File: config.mk
export PLATFORM = sky130hd
export DESIGN_NAME = addsub_seq8
export DESIGN_NICKNAME = d
export VERILOG_FILES = /design/src/rtl/addsub_seq_pkg.sv /design/src/rtl/adder8.sv /design/src/rtl/addsub_seq8.sv
export SDC_FILE = /design/constraint.sdc
export NUM_CORES = 1
export LEC_CHECK = 0
export BUFFER_PORTS_ARGS = -buffer_cell sky130_fd_sc_hd__buf_2
export CORE_MARGIN = 3
export CORE_UTILIZATION = 24
export CTS_BUF_LIST = sky130_fd_sc_hd__clkbuf_4 sky130_fd_sc_hd__clkbuf_8
export DETAILED_ROUTE_END_ITERATION = 16
export GPL_TIMING_DRIVEN = 1
export SYNTH_ARGS = -nofsm -noshare
export SYNTH_HDL_FRONTEND = slang
export SYNTH_SLANG_ARGS = --single-unit
File: constraint.sdc
create_clock -name clk -period 4.3 [get_ports clk]
set_input_delay 1.075 -clock clk [delete_from_list [all_inputs] [get_ports clk]]
set_output_delay 1.075 -clock clk [all_outputs]
set_load 0.01 [all_outputs]
File: src/rtl/addsub_seq_pkg.sv
// Shared definitions for the byte-serial add/subtract sequencer.
// State encodings and an index-width helper.
package addsub_seq_pkg;

  localparam logic [1:0] S_IDLE = 2'd0;
  localparam logic [1:0] S_RUN  = 2'd1;
  localparam logic [1:0] S_DONE = 2'd2;

  typedef enum logic [1:0] {
    StIdle = S_IDLE,
    StRun  = S_RUN,
    StDone = S_DONE
  } state_e;

  function automatic int unsigned clog2(input int unsigned n);
    int unsigned w = 0;
    for (int unsigned v = n - 1; v > 0; v = v >> 1) begin
      w++;
    end
    return w;
  endfunction

endpackage

File: src/rtl/adder8.sv
// Existing 8-bit adder datapath: S = A + B + C0, carry out on C8.
module adder8 (
  input  logic [7:0] A,
  input  logic [7:0] B,
  input  logic       C0,
  output logic [7:0] S,
  output logic       C8
);

  assign {C8, S} = {1'b0, A} + {1'b0, B} + {8'd0, C0};

endmodule

File: src/rtl/addsub_seq8.sv
// Multi-byte add/subtract that walks one 8-bit adder across NBYTES cycles,
// chaining the carry through a register.
module addsub_seq8
  import addsub_seq_pkg::*;
#(
  parameter int unsigned NBYTES = 4
) (
  input  logic                  clk,
  input  logic                  rst_n,
  input  logic                  start,
  input  logic                  sub,
  input  logic                  cin,
  input  logic [8*NBYTES-1:0]   a,
  input  logic [8*NBYTES-1:0]   b,
  output logic                  busy,
  output logic                  done,
  output logic [8*NBYTES-1:0]   sum,
  output logic                  cout,
  output logic                  ovf
);

  localparam int unsigned W    = 8 * NBYTES;
  localparam int unsigned IdxW = clog2(NBYTES);
  localparam logic [IdxW-1:0] LastIdx = IdxW'(NBYTES - 1);

  state_e          state_q, state_d;
  logic [IdxW-1:0] idx_q, idx_d;
  logic            carry_q, carry_d;
  logic            sub_q, sub_d;
  logic [W-1:0]    a_q, a_d, b_q, b_d, work_q, work_d, sum_q, sum_d;
  logic            cout_q, cout_d, ovf_q, ovf_d;

  logic [7:0] a_byte, b_byte, b_eff, s_byte;
  logic       c_out;
  logic       accept;

  assign a_byte = a_q[{idx_q, 3'b000} +: 8];
  assign b_byte = b_q[{idx_q, 3'b000} +: 8];
  assign b_eff  = sub_q ? ~b_byte : b_byte;

  adder8 u_adder8 (
    .A  (a_byte),
    .B  (b_eff),
    .C0 (carry_q),
    .S  (s_byte),
    .C8 (c_out)
  );

  always_comb begin
    state_d = state_q;
    idx_d   = idx_q;
    carry_d = carry_q;
    sub_d   = sub_q;
    a_d     = a_q;
    b_d     = b_q;
    work_d  = work_q;
    sum_d   = sum_q;
    cout_d  = cout_q;
    ovf_d   = ovf_q;
    accept  = 1'b0;

    unique case (state_q)
      StIdle: accept = start;
      StRun: begin
        work_d[{idx_q, 3'b000} +: 8] = s_byte;
        carry_d = c_out;
        idx_d   = idx_q + 1'b1;
        if (idx_q == LastIdx) begin
          // Results publish on the edge into DONE so they are valid with the pulse.
          state_d = StDone;
          idx_d   = '0;
          sum_d   = work_d;
          cout_d  = c_out;
          ovf_d   = (a_byte[7] == b_eff[7]) && (s_byte[7] != a_byte[7]);
        end
      end
      StDone: begin
        state_d = StIdle;
        accept  = start;
      end
      default: state_d = StIdle;
    endcase

    if (accept) begin
      state_d = StRun;
      a_d     = a;
      b_d     = b;
      sub_d   = sub;
      carry_d = sub | cin;
      idx_d   = '0;
    end
  end

  always_ff @(posedge clk or negedge rst_n) begin
    if (!rst_n) begin
      state_q <= StIdle;
      idx_q   <= '0;
      carry_q <= 1'b0;
      sub_q   <= 1'b0;
      a_q     <= '0;
      b_q     <= '0;
      work_q  <= '0;
      sum_q   <= '0;
      cout_q  <= 1'b0;
      ovf_q   <= 1'b0;
    end else begin
      state_q <= state_d;
      idx_q   <= idx_d;
      carry_q <= carry_d;
      sub_q   <= sub_d;
      a_q     <= a_d;
      b_q     <= b_d;
      work_q  <= work_d;
      sum_q   <= sum_d;
      cout_q  <= cout_d;
      ovf_q   <= ovf_d;
    end
  end

  assign busy = (state_q == StRun);
  assign done = (state_q == StDone);
  assign sum  = sum_q;
  assign cout = cout_q;
  assign ovf  = ovf_q;

endmodule

Word-level counts from Yosys, hierarchy flattened
Index checks and enable logic that the tools add are counted.
{"block": "totals", "ff_bits": 136, "input_bits": 69, "out_inout_bits": 36, "elab_cells": 44}
{"block": "op_classes", "add_sub_neg": 4, "n_eq_ne": 7, "shift": 4, "mux": 11, "bitwise_logic": 2, "reduce_logical": 6}
{"op": "$shiftx A32 B6 Y8", "count": 2}
{"op": "$bwmux W32", "count": 1}
{"op": "$shift A8 B7 Y32 const A", "count": 1}
{"op": "$shiftx A8 B7 Y32", "count": 1}
{"op": "$mux W2", "count": 5}
{"op": "$add A8 B8 Y9", "count": 1}
{"op": "$add A9 B1 Y9", "count": 1}
{"op": "$mux W8", "count": 1}
{"op": "$not A8 Y8", "count": 1}
{"op": "$neg A5 Y7", "count": 1}
{"op": "$eq A2 B2 Y1 const B", "count": 2}
{"op": "$pmux W2 S2", "count": 1}
{"op": "$reduce_and A2 Y1", "count": 2}
{"op": "$mux W1", "count": 3}
{"op": "$ne A3 B1 Y1 const B", "count": 1}
{"op": "$add A2 B1 Y2 const B", "count": 1}
{"op": "$eq A2 B1 Y1 const B", "count": 1}
{"op": "$logic_not A2 Y1", "count": 1}
{"op": "$ne A2 B2 Y1 const B", "count": 1}
{"op": "$reduce_bool A2 Y1", "count": 1}
{"op": "$reduce_or A2 Y1", "count": 1}
{"op": "$eq A1 B1 Y1", "count": 1}
{"op": "$logic_and A1 B1 Y1", "count": 1}
{"op": "$ne A1 B1 Y1", "count": 1}
{"op": "$or A1 B1 Y1", "count": 1}

Depth between registers and ports, before layout
{"block": "logic_depth", "depth_word": 7, "ltp_mapped": 12}

By module
Synthesis repeated with hierarchy kept, for this count alone.
{"block": "hier_totals", "cells_unflattened": 451, "area_unflattened_um2": 5926.9}
{"module": "addsub_seq8", "instances": 1, "cells_each": 411, "area_per_inst_um2": 5595.4, "seq_area_each_um2": 3203.1}
{"module": "adder8", "instances": 1, "cells_each": 40, "area_per_inst_um2": 331.6, "seq_area_each_um2": 0.0}

Worst setup path before layout
OpenSTA, ideal clock, no wires.
{"block": "synth_path", "kind": "register -> register", "from": "register idx_q[0]", "to": "register sum_q[22] (netlist: sum[22])", "setup_ps": 126, "arrival_ps": 3147, "path_slack_ps": 1027, "path_stages_with_launch": 13, "period_less_slack_ps": 3273, "path_cell_list": "dfrtp_1 -> buf_4 -> buf_4 -> mux4_2 -> inv_1 -> fa_1 -> inv_1 -> fa_1 -> a21o_1 -> a221oi_2 -> xnor2_1 -> a221oi_1 -> nor2_1"}
{"block": "synth_via", "elab_chain_cells": 7, "word_cells_on_any_way": 12}
{"item": "from (decl)", "line": "addsub_seq8.sv:27", "text": "logic [IdxW-1:0] idx_q, idx_d;"}
{"item": "from (signal assigned)", "line": "addsub_seq8.sv:108", "text": "idx_q <= idx_d;"}
{"item": "$shiftx A32 B6 Y8", "line": "addsub_seq8.sv:38", "text": "assign b_byte = b_q[{idx_q, 3'b000} +: 8];"}
{"item": "$not A8 Y8", "line": "addsub_seq8.sv:39", "text": "assign b_eff = sub_q ? ~b_byte : b_byte;"}
{"item": "$mux W8", "line": "addsub_seq8.sv:39"}
{"item": "$add A8 B8 Y9", "line": "adder8.sv:10", "text": "assign {C8, S} = {1'b0, A} + {1'b0, B} + {8'd0, C0};"}
{"item": "$add A9 B1 Y9", "line": "adder8.sv:10"}
{"item": "$shiftx A8 B7 Y32", "line": "addsub_seq8.sv:65", "text": "work_d[{idx_q, 3'b000} +: 8] = s_byte;"}
{"item": "$bwmux W32", "line": "addsub_seq8.sv:65"}
{"item": "to (signal assigned)", "line": "addsub_seq8.sv:114", "text": "sum_q <= sum_d;"}
{"item": "to (decl)", "line": "addsub_seq8.sv:30", "text": "logic [W-1:0] a_q, a_d, b_q, b_d, work_q, work_d, sum_q, sum_d;"}
Parallel ways exist; a longest one is shown, timed or not.
A chain may end at the register's enable or synchronous reset.

Worst setup path in the final report
{"block": "layout_path", "from": "register idx_q[0]", "to": "register sum_q[6] (netlist: sum[6])"}
Same word-level chain as after synthesis.

==> impl_metrics.ini <==
[status]
outcome = finished, final reports clean

[logic_synthesis]
ys_types = 49
yosys-top-cells-count = dfrtp_1 (136), mux2_2 (65), nor2_1 (56)
async_flop_share = 1.00
yosysWarnings = 0
syn_area_per_cell_um2 = 13.0
synth_top_cell_area_share = 0.544
synth_edf_count = 0
synth_top_area_cell = dfrtp_1
synth_top_cells_by_area = dfrtp_1 (54%), mux2_2 (12%), mux4_2 (5.8%)
netlist_area_um2 = 6260
synth_flop_cell = dfrtp_1
ys_seq_area_frac = 0.544
syn_inst = 482
synth.most_common_cell = dfrtp_1
ys_seq_elements = 136
syn-num-nets = 566

[cells_and_area]
seqCellArea_um2 = 3400
drive_gt1_frac = 0.409
num_antenna_cells = 0
nets = 675
multi_input_area_um2 = 2680
fillers = 2662
area_growth_pct = 21.1
fin_util = 0.299

[detailed_routing]
drc_errors = 0
totalWireLength_mm = 15.5
post_drt_wl_per_cell_um = 16.6
vias_per_cell = 4.54
detail-route-antenna-nets = 0
dr_total_vias = 4243
drt_first_pass_iters = 4
drt_iter0_markers = 248

[timing]
max_clock_freq_mhz = 280
tns_ps = 0
finalCritPeriodShare = 0.830
final_max_slew_viol_count = 0
finClkSkew_ps = 17.6
hold_violations = 0
finalSetupViolations = 0
fin_crit_ps = 3570
setup_slack_ps = 732
worst_pin_slew_ps = 862
hold_ws_ps = 483
rsz0062_at_grt = false
relSlewSlack = 0.424

[place]
hpwl_mm = 11.1
place_congestion = 0.755
port_buffers = 104
dp_slack_ps = 717

[grt]
grt_overflow = 0
grt_pass1_wl_mm = 24.8
grt_max_degree = 86
grtUsageTotal = 0.113
grt_antenna_before_repair = 3
grt_pass1_vias = 4352

[critical_path]
crit_path_end_kind = flop
rrSetupSlack_ps = 730
cp-start-kind = flop
worst-path-max-fanout = 17
crit_arrival_ps = 3890
worst_ep_required_time_ps = 4620
reg2reg_from = idx_q[0]$_DFFE_PN0P_
criticalPathCategory = flop to flop
critical_path.startpoint = idx_q[0]$_DFFE_PN0P_

[floorplan]
fp.dieH_um = 168
die-area_um2 = 28100
dieWidth_um = 168
core-area_um2 = 25400
start_util = 0.246
pin_count = 105
rows = 58

[min_path]
worstHoldPathType = flop to flop
min_from = cout$_DFFE_PN0P_

[run]
cap_violations = 0

[clock_tree]
htreeDepth = 4
clockBufferDepth = 2
cts.sinks = 136
ctsHoldBuffers = 0
cts_tree = done
clkSlewWorstSetupHoldPaths_ps = 80
insertion_delay_ps = 450
cts_setup_buffers = 0
cts_root_buffer = clkbuf_8
ctsResizeCount = 0
cts_buffers = 17
flip-flops by register name (all words and copies together) (netlist names):
name     cells
ovf          1
a_q         32
cout         1
b_q         32
idx_q        2
carry_q      1
state_q      2
work_q      32
sub_q        1
sum         32
final timing paths:
kind                                        to  cells after the start
max                         sum[6]$_DFFE_PN0P_                     10
min                           cout$_DFFE_PN0P_                      2
max reg2reg                 sum[6]$_DFFE_PN0P_                     10
min reg2reg                   cout$_DFFE_PN0P_                      2
max in group asynchronous   b_q[2]$_DFFE_PN0P_                      2
min in group asynchronous  sum[27]$_DFFE_PN0P_                      1
cell type report:
cell class / count / area share
flip-flops and latches: 136 / 0.449
multi-input cells: 306 / 0.354
repair buffers: 116 / 0.0830
well taps: 330 / 0.0544
clock buffers: 19 / 0.0337
clock inverters: 13 / 0.0193
inverters: 14 / 0.00693
routing by layer:
| metal | wire length [um] | share of wire | track usage |
|---|---|---|---|
| met5 | 28 | 0.0018 | 0 |
| met3 | 1060 | 0.068 | 0.0411 |
| met4 | 89 | 0.0057 | 0.0235 |
| met1 | 7170 | 0.46 | 0.158 |
| met2 | 7180 | 0.46 | 0.167 |
worst max-delay path, cell delays in order, from the launching register on:
cell      delay, ps
dfrtp_2         760
mux4_2          590
xnor2_1         180
fa_1            230
inv_1            60
fa_1            390
a21o_1          220
a221oi_2        300
xnor2_1         280
a221oi_1        350
nor2_1           70
logic make-up (layout without fill, tap and decap cells):
kind of cell / count (synthesis) / in the layout / share of synthesized area
adders and majority gates: 15 / 15 / 0.0324
AOI/OAI and AO/OA: 90 / 90 / 0.115
xor gates and xnor gates: 14 / 14 / 0.0208
buffers and inverters: 40 / 162 / 0.0290
muxes: 81 / 81 / 0.174
DFF: 136 / 136 / 0.544
and+or+nand+nor: 106 / 106 / 0.0843
through the flow:
step	cells	area [um^2]
after detailed placement	902	7180
after global placement	902	7180
final	934	7580
after global routing	934	7580
after floorplan	482	6260
after CTS	934	7580
layout by cell type, fill, tap and decap left out, types with 2 or more instances in the layout:
master        n
clkbuf_8     18
a221oi_1     24
inv_2         2
o21a_1        2
o21bai_1      2
a21o_1        3
ha_1         13
clkinv_4      3
buf_2       103
mux2_2       65
dfrtp_1     135
inv_1        12
nand2_1      22
inv_6         2
a31oi_1       3
bufinv_16     2
o31ai_1       4
nor3b_1       2
a21oi_1       6
nor4_4        2
xor2_1        9
clkinvlp_4    5
xnor2_1       4
nor2b_1       2
nor2_1       56
a22o_2        3
o21ai_0      11
buf_4        11
mux4_2       16
nand2b_1      7
a22o_1       23
fa_1          2
and3_1        5
Power is left out: the tool's default activity adds up to more than one toggle a clock period on the data nets, which glitch-free logic cannot reach.
